--- src/rtl/rrat_free_list.sv ---
// Retirement RAT plus the circular physical-register free list used for rename recovery.
// Define FREELIST_CHECK_EN to build the sticky err protocol checker and its assertions.
module rrat_free_list #(
   parameter int PHYS_REG_BITS = 6,
   parameter int FREE_DEPTH    = 32
) (
   input  logic                        clk,
   input  logic                        rst,
   input  logic                        commit_valid,
   input  logic [4:0]                  commit_rd,
   input  logic [PHYS_REG_BITS-1:0]    commit_pd,
   input  logic                        dequeue,
   output logic [PHYS_REG_BITS-1:0]    free_pd,
   output logic                        free_empty,
   output logic [PHYS_REG_BITS-1:0]    free_count,
   input  logic                        flush,
   output logic [32*PHYS_REG_BITS-1:0] rrat_map,
   output logic                        err
);
   localparam int PTR_W = $clog2(FREE_DEPTH);
   localparam logic [PHYS_REG_BITS-1:0] FULL = PHYS_REG_BITS'(FREE_DEPTH);

   logic [PHYS_REG_BITS-1:0] rrat [32];
   logic [PHYS_REG_BITS-1:0] mem  [FREE_DEPTH];
   logic [PTR_W-1:0]         head;
   logic [PTR_W-1:0]         tail;
   logic [PTR_W-1:0]         tail_next;
   logic [PHYS_REG_BITS-1:0] count;
   logic [PHYS_REG_BITS-1:0] old_pd;
   logic                     enq;
   logic                     deq;

   assign enq        = commit_valid && (commit_rd != 5'd0);
   // A dequeue is dropped when the list is empty (even with a same-cycle commit) or on flush.
   assign deq        = dequeue && (count != '0) && !flush;
   assign old_pd     = rrat[commit_rd];
   assign tail_next  = enq ? tail + 1'b1 : tail;
   assign free_pd    = mem[head];
   assign free_empty = (count == '0);
   assign free_count = count;

   // Bypass the same-cycle commit so the front-end RAT can copy the map in the flush cycle.
   always_comb begin
      for (int i = 0; i < 32; i++) begin
         if (enq && (commit_rd == 5'(i)))
            rrat_map[i*PHYS_REG_BITS +: PHYS_REG_BITS] = commit_pd;
         else
            rrat_map[i*PHYS_REG_BITS +: PHYS_REG_BITS] = rrat[i];
      end
   end

   always_ff @(posedge clk) begin
      if (!rst) begin
         for (int i = 0; i < 32; i++)
            rrat[i] <= PHYS_REG_BITS'(i);
         for (int k = 0; k < FREE_DEPTH; k++)
            mem[k] <= PHYS_REG_BITS'(32 + k);
         head  <= '0;
         tail  <= '0;
         count <= FULL;
      end else begin
         if (enq) begin
            rrat[commit_rd] <= commit_pd;
            mem[tail]       <= old_pd;
         end
         tail <= tail_next;
         // Flush rewinds: everything between tail and head is speculative and returns to the list.
         if (flush) begin
            head  <= tail_next;
            count <= FULL;
         end else begin
            if (deq)
               head <= head + 1'b1;
            case ({enq, deq})
               2'b10:   count <= (count == FULL) ? FULL : count + 1'b1;
               2'b01:   count <= count - 1'b1;
               default: ;
            endcase
         end
      end
   end

`ifdef FREELIST_CHECK_EN
   logic viol_empty;
   logic viol_full;
   logic viol_pd;
   logic err_q;

   assign viol_empty = dequeue && free_empty;
   assign viol_full  = enq && (count == FULL) && !dequeue;
   // Commit and allocation are both in program order, so the retiring tag must sit at tail.
   assign viol_pd    = enq && (commit_pd != mem[tail]);

   always_ff @(posedge clk) begin
      if (!rst)
         err_q <= 1'b0;
      else if (viol_empty || viol_full || viol_pd)
         err_q <= 1'b1;
   end

   assign err = err_q;

   a_deq_empty: assert property (@(posedge clk) disable iff (!rst) !viol_empty)
      else $warning("free list: dequeue while empty");
   a_enq_full: assert property (@(posedge clk) disable iff (!rst) !viol_full)
      else $warning("free list: enqueue while full");
   a_commit_pd: assert property (@(posedge clk) disable iff (!rst) !viol_pd)
      else $warning("free list: commit_pd differs from tail entry");
`else
   assign err = 1'b0;
`endif

endmodule

--- config.mk ---
export PLATFORM = sky130hd
export DESIGN_NAME = rrat_free_list
export DESIGN_NICKNAME = d
export VERILOG_FILES = /design/src/rtl/rrat_free_list.sv
export SDC_FILE = /design/constraint.sdc
export NUM_CORES = 1
export LEC_CHECK = 0
export CORE_UTILIZATION = 39
export CTS_BUF_LIST = sky130_fd_sc_hd__clkbuf_4 sky130_fd_sc_hd__clkbuf_8
export CTS_CLUSTER_DIAMETER = 50
export CTS_CLUSTER_SIZE = 8
export DETAILED_ROUTE_END_ITERATION = 7
export MAX_ROUTING_LAYER = met4
export PLACE_DENSITY = 0.65
export SYNTH_ARGS = -nofsm -noshare
export SYNTH_HDL_FRONTEND = slang
export SYNTH_SLANG_ARGS = --single-unit
--- constraint.sdc ---
create_clock -name clk -period 4.15 [get_ports clk]
set_input_delay 1.0375 -clock clk [delete_from_list [all_inputs] [get_ports clk]]
set_output_delay 1.0375 -clock clk [all_outputs]
set_load 0.02 [all_outputs]
Yosys cells after proc, flatten, opt, wreduce, memory -nomap -nowiden
Memory sizes are Yosys's and may differ from the RTL's. A register that Yosys moved wholly into a read port is not among the register bits. Index checks and enable logic that the tools add are counted.

Bits of input ports: 16. Memories kept: 2. Memory bits (writable): 384. Output and inout bits: 206. Logic and storage cells: 138. Bits in registers: 16.

Memories: mem (depth 32, bits a word 6, read ports 1, clocked after memory_dff 1, write ports 32, line 24) `logic [PHYS_REG_BITS-1:0] mem [FREE_DEPTH];`; rrat (depth 32, bits a word 6, read ports 33, clocked after memory_dff 0, write ports 32, line 23) `logic [PHYS_REG_BITS-1:0] rrat [32];`.

$add $sub $neg: 4. Muxes and demuxes: 49. Eq/ne operators: 34. Bitwise logic cells: 1. Reduce and logical (&&, ||, !) cells: 45.

Operator list (number): 6-bit 2-to-1 mux (35); 5-bit equality test (second input constant) (16); 5-bit by 4-bit equality test with 1-bit output (second input constant) (8); 1-bit logical AND (35); 5-bit 2-to-1 mux (7); 5-bit by 3-bit equality test with 1-bit output (second input constant) (4); 6-bit case mux with 2 select lines (1); 6-bit OR reduction (2); 5-bit by 1-bit adder with 5-bit output (second input constant) (2); 5-bit by 2-bit equality test with 1-bit output (second input constant) (2); 6-bit by 1-bit adder with 6-bit output (second input constant) (1); 6-bit equality test (second input constant) (1); 6-bit logical NOT (1); 1-bit 2-to-1 mux (6); 6-bit nonzero test (1); 6-bit by 1-bit subtractor with 6-bit output (second input constant) (1); 5-bit by 1-bit equality test with 1-bit output (second input constant) (1); 5-bit logical NOT (1); 5-bit nonzero test (1); 2-bit nonzero test (2); 2-bit by 1-bit equality test with 1-bit output (second input constant) (1); 2-bit equality test (second input constant) (1); 2-bit OR reduction (1); 1-bit logical NOT (1); 1-bit NOT (1).

Depth between registers and ports, before layout
Depth after elaboration: 7. Depth in mapped cells: 12. Gate-level depth less buffers: 11.

Worst setup path before layout
Ideal clock, no wire load.

Kind: input to output. Start point: input commit_rd[4]. End point: output rrat_map[68]. Path slack: 0.345 ns. Buffers on the path: 4. Required time: 3.113 ns. Stages on the path: 8. Arrival time: 2.768 ns. Cells stage by stage: buf_4 -> buf_6 -> or2_1 -> clkbuf_1 -> nor2_2 -> nand2_1 -> clkbuf_1 -> o21ai_0.

Cells in the longest elaborated chain, start to end: 4. Elaborated cells between the ends (all ways): 5. Those cells by class: 1 x eq/ne; 1 x mux; 3 x reduce/logical.

RTL lines: start: declaration (line 10) `input logic [4:0] commit_rd,`; 5-bit nonzero test (line 33) `assign enq = commit_valid && (commit_rd != 5'd0);`; 1-bit logical AND (line 33); 1-bit logical AND * (line 45) `if (enq && (commit_rd == 5'(i)))`; 6-bit 2-to-1 mux * (line 45); end: declaration (line 17) `output logic [32*PHYS_REG_BITS-1:0] rrat_map,`.

Every way passes the cells marked *; elsewhere a longest branch is shown, timed or not.

Worst setup path in the final report
Start point: input commit_rd[4]. End point: output rrat_map[24].

Same word-level chain as after synthesis.

==> impl_metrics.tcl <==
set metrics [dict create \
    die_w_um 234.1 \
    startpoint "commit_rd[4]" \
    drtIter0Drc 1729 \
    pre_cts_slack_ns -0.4241 \
    synth.distinct_cells 64 \
    synthCells 1956 \
    clockPowerShare_pct 33.3 \
    drt_pass1_iterations 8 \
    viasPerCell 5.599 \
    crit_buf_inv 4 \
    grt_first_pass_wirelength_mm 103.9 \
    port_buffers 220 \
    rsz0062_at_grt "true" \
    antenna_found_initial 1 \
    cp_slowest_stage_delay_ns 0.55 \
    p_seq_share_pct 49.5 \
    dpl.cell_count 2931 \
    ys_seq_area_share_pct 56.90 \
    ys_ff_latch 405 \
    clk_path_buf_depth 3 \
    std_cell_rows 84 \
    start_kind "input port" \
    drt-total-wl_mm 70.43 \
    cap_violations 0 \
    critical_path.endpoint_type "primary output" \
    wl_per_cell_um 23.28 \
    utilization_pct 50.13 \
    cp.required_ns 3.11 \
    synth_ff_type "edfxtp_1" \
    holdWs_ns 0.6155 \
    yosysWarningCount 0 \
    outcome "finished with violations" \
    root_buffer "clkbuf_8" \
    synth_top_area_share_pct 54.90 \
    floorplan.initialDensity_pct 39.73 \
    synth_area_mm2 0.02100 \
    slew_violations 0 \
    setup_viol 1 \
    crit_type "input port to primary output" \
    die_h_um 234.1 \
    vdd_drop_max_uv 207.1 \
    period_needed_ns 4.199 \
    clk_pin_slew_ns 0.06 \
    p_switching_mw 2.666 \
    timing.final.crit_share_pct 101.2 \
    worst_slew_pin_slew_ns 1.125 \
    core_area_mm2 0.05287 \
    hold_buffers 0 \
    holdCritPathClass "flop to flop" \
    h-tree-depth 2 \
    slew_headroom_pct 24.39 \
    drc 5 \
    postLayoutCellArea_mm2 0.02650 \
    static-leakage-power_nw 10.62 \
    synth.most_common_cell "nand2_1" \
    violations "DRC, setup timing" \
    path_delay_family "buffers and inverters" \
    worstSkewPairLatency_ns 0.67 \
    worstHoldStart "head[4]" \
    drive_gt1_share_pct 19.26 \
    fmax_mhz 238.2 \
    final_nets 2331 \
    synthToLayoutAreaGrowth_pct 26.19 \
    place_congestion 0.9803 \
    final_cell_count_no_fill 3026 \
    track_usage_pct 26.49 \
    finClkSkew_ns 0.03740 \
    finalHoldViolations 0 \
    crit_arrival_ns 3.16 \
    grt_overflow 0 \
    critPathSlowestCell "clkdlybuf4s50_1" \
    r2r_start "free_count[0]" \
    clkSinkCount 405 \
    p_sw_share_pct 27.81 \
    cts_tree "yes" \
    cts_buffers 59 \
    yosysTopAreaCell "edfxtp_1" \
    cp_max_fo 10 \
    vias 16940 \
    placed_area_mm2 0.02509 \
    setup_ws_ns -0.04897 \
    n_fill_cell 4706 \
    grt_max_degree 47 \
    cp_cell_sequence "clkdlybuf4s50_1 > nand2b_2 > nor2_2 > buf_4 > nand2_1 > buf_4 > mux2_2 > clkdlybuf4s50_1" \
    ys_async_sr_fraction_pct 0 \
    yosys-top-cells-area "edfxtp_1, nand2_1, mux2i_1" \
    dp.final_hpwl_mm 51.58 \
    intPower_mw 6.921 \
    synth_area_per_cell_um2 10.74 \
    p_comb_share_pct 17.2 \
    synth_edf_count 384 \
    ant_nets 0 \
    grt_pass1_vias 16750 \
    die_area_mm2 0.05478 \
    synth_common_cells "nand2_1, edfxtp_1, nor2_1" \
    powerDensity_mw_per_mm2 361.7 \
    ios 222 \
]
-- cell type report --
| cell class | count | area (um2) | share of cell area (%) |
|---|---|---|---|
| sequential | 405 | 11960 | 45.11 |
| multi-input combinational | 1381 | 8202 | 30.94 |
| timing repair buffer | 440 | 4308 | 16.25 |
| clock buffer | 84 | 1012 | 3.819 |
| tap | 688 | 860.8 | 3.248 |
| clock inverter | 8 | 91.34 | 0.3446 |
| inverter | 19 | 71.32 | 0.2691 |
| antenna | 1 | 2.502 | 0.009442 |
-- worst min-delay path: stages, from the launching register on --
cell,delay [ns]
dfxtp_1,0.33
xnor2_1,0.11
o211a_1,0.14
-- per-stage QoR --
step | total power [mW] | setup TNS (ns)
5_1_grt | 9.884 | -0.1156
6_report | 9.587 | -0.04897
4_1_cts | 9.612 | -17.15
3_3_place_gp | 6.466 | -29.50
3_5_place_dp | 6.485 | -29.96
2_1_floorplan | 5.703 | 0
-- routing by layer --
| layer | vias to the layer above | global-route usage [%] | wire, um |
|---|---|---|---|
| li1 | 7613 | - | - |
| met1 | 8273 | 32.34 | 26870 |
| met2 | 882 | 43.10 | 34210 |
| met3 | 174 | 4.608 | 6092 |
| met4 | 0 | 11.53 | 3266 |
| met5 | - | - | 0 |
-- timing repair --
item                                    CTS  global route
buffers inserted                          1             0
gates resized for setup                  90           138
cloned                                    1             0
pin swaps                                 0             1
endpoints found under the setup margin  184           154
-- cell families (layout without fill, tap and decap cells) --
logic type	after synthesis	count (layout)	share of synthesized area, %
other	1	8	0.01785
buffers and inverters	176	551	4.557
flip-flops	405	405	56.90
AND/OR/NAND/NOR	923	923	18.95
multiplexers	199	199	12.17
adder cells (fa/ha/maj)	9	9	0.5362
XOR/XNOR	10	10	0.4170
AO/OA/AOI/OAI	233	233	6.446
-- path summary, 6_finish.rpt --
kind,to,depth (start not counted),slack [ns]
max,rrat_map[24],8,-0.05
min,flop,2,0.62
max reg2reg,free_count[4],12,1.21
min reg2reg,flop,2,0.62
-- sequential cells by signal (all words and copies together) (netlist names), named ones only --
name	cells
free_count	6
mem	192
head	5
rrat	192
tail	5
-- placed cells by master, fill, tap and decap left out, drive strengths merged, types with 7 or more instances in the layout --
cell type      instances
clkbuf                85
nor2                 247
dfxtp                 21
nor3                  15
edfxtp               384
dlymetal6s2s         109
mux4                  42
o22ai                 48
o21a                   8
or4                   14
o21ai                136
ha                     9
nand2b                15
mux2                  31
and2                  19
a22oi                 14
dlygate4sd2           72
buf                  225
inv                   19
clkdlybuf4s50         31
nand2                521
conb                   7
mux2i                126
a21oi                  8
nand3                 38
or2                    7
-- power by group through the flow --
stage / registers [mW] / logic, mW / clock network [mW]
after floorplan: 4.76 / 0.945 / 0
after global placement: 4.82 / 1.65 / 0
after detailed placement: 4.82 / 1.66 / 0
after CTS: 4.74 / 1.65 / 3.23
after global routing: 4.76 / 1.73 / 3.40
final: 4.75 / 1.65 / 3.20
Note: power is estimated with default switching activity, not from simulation.
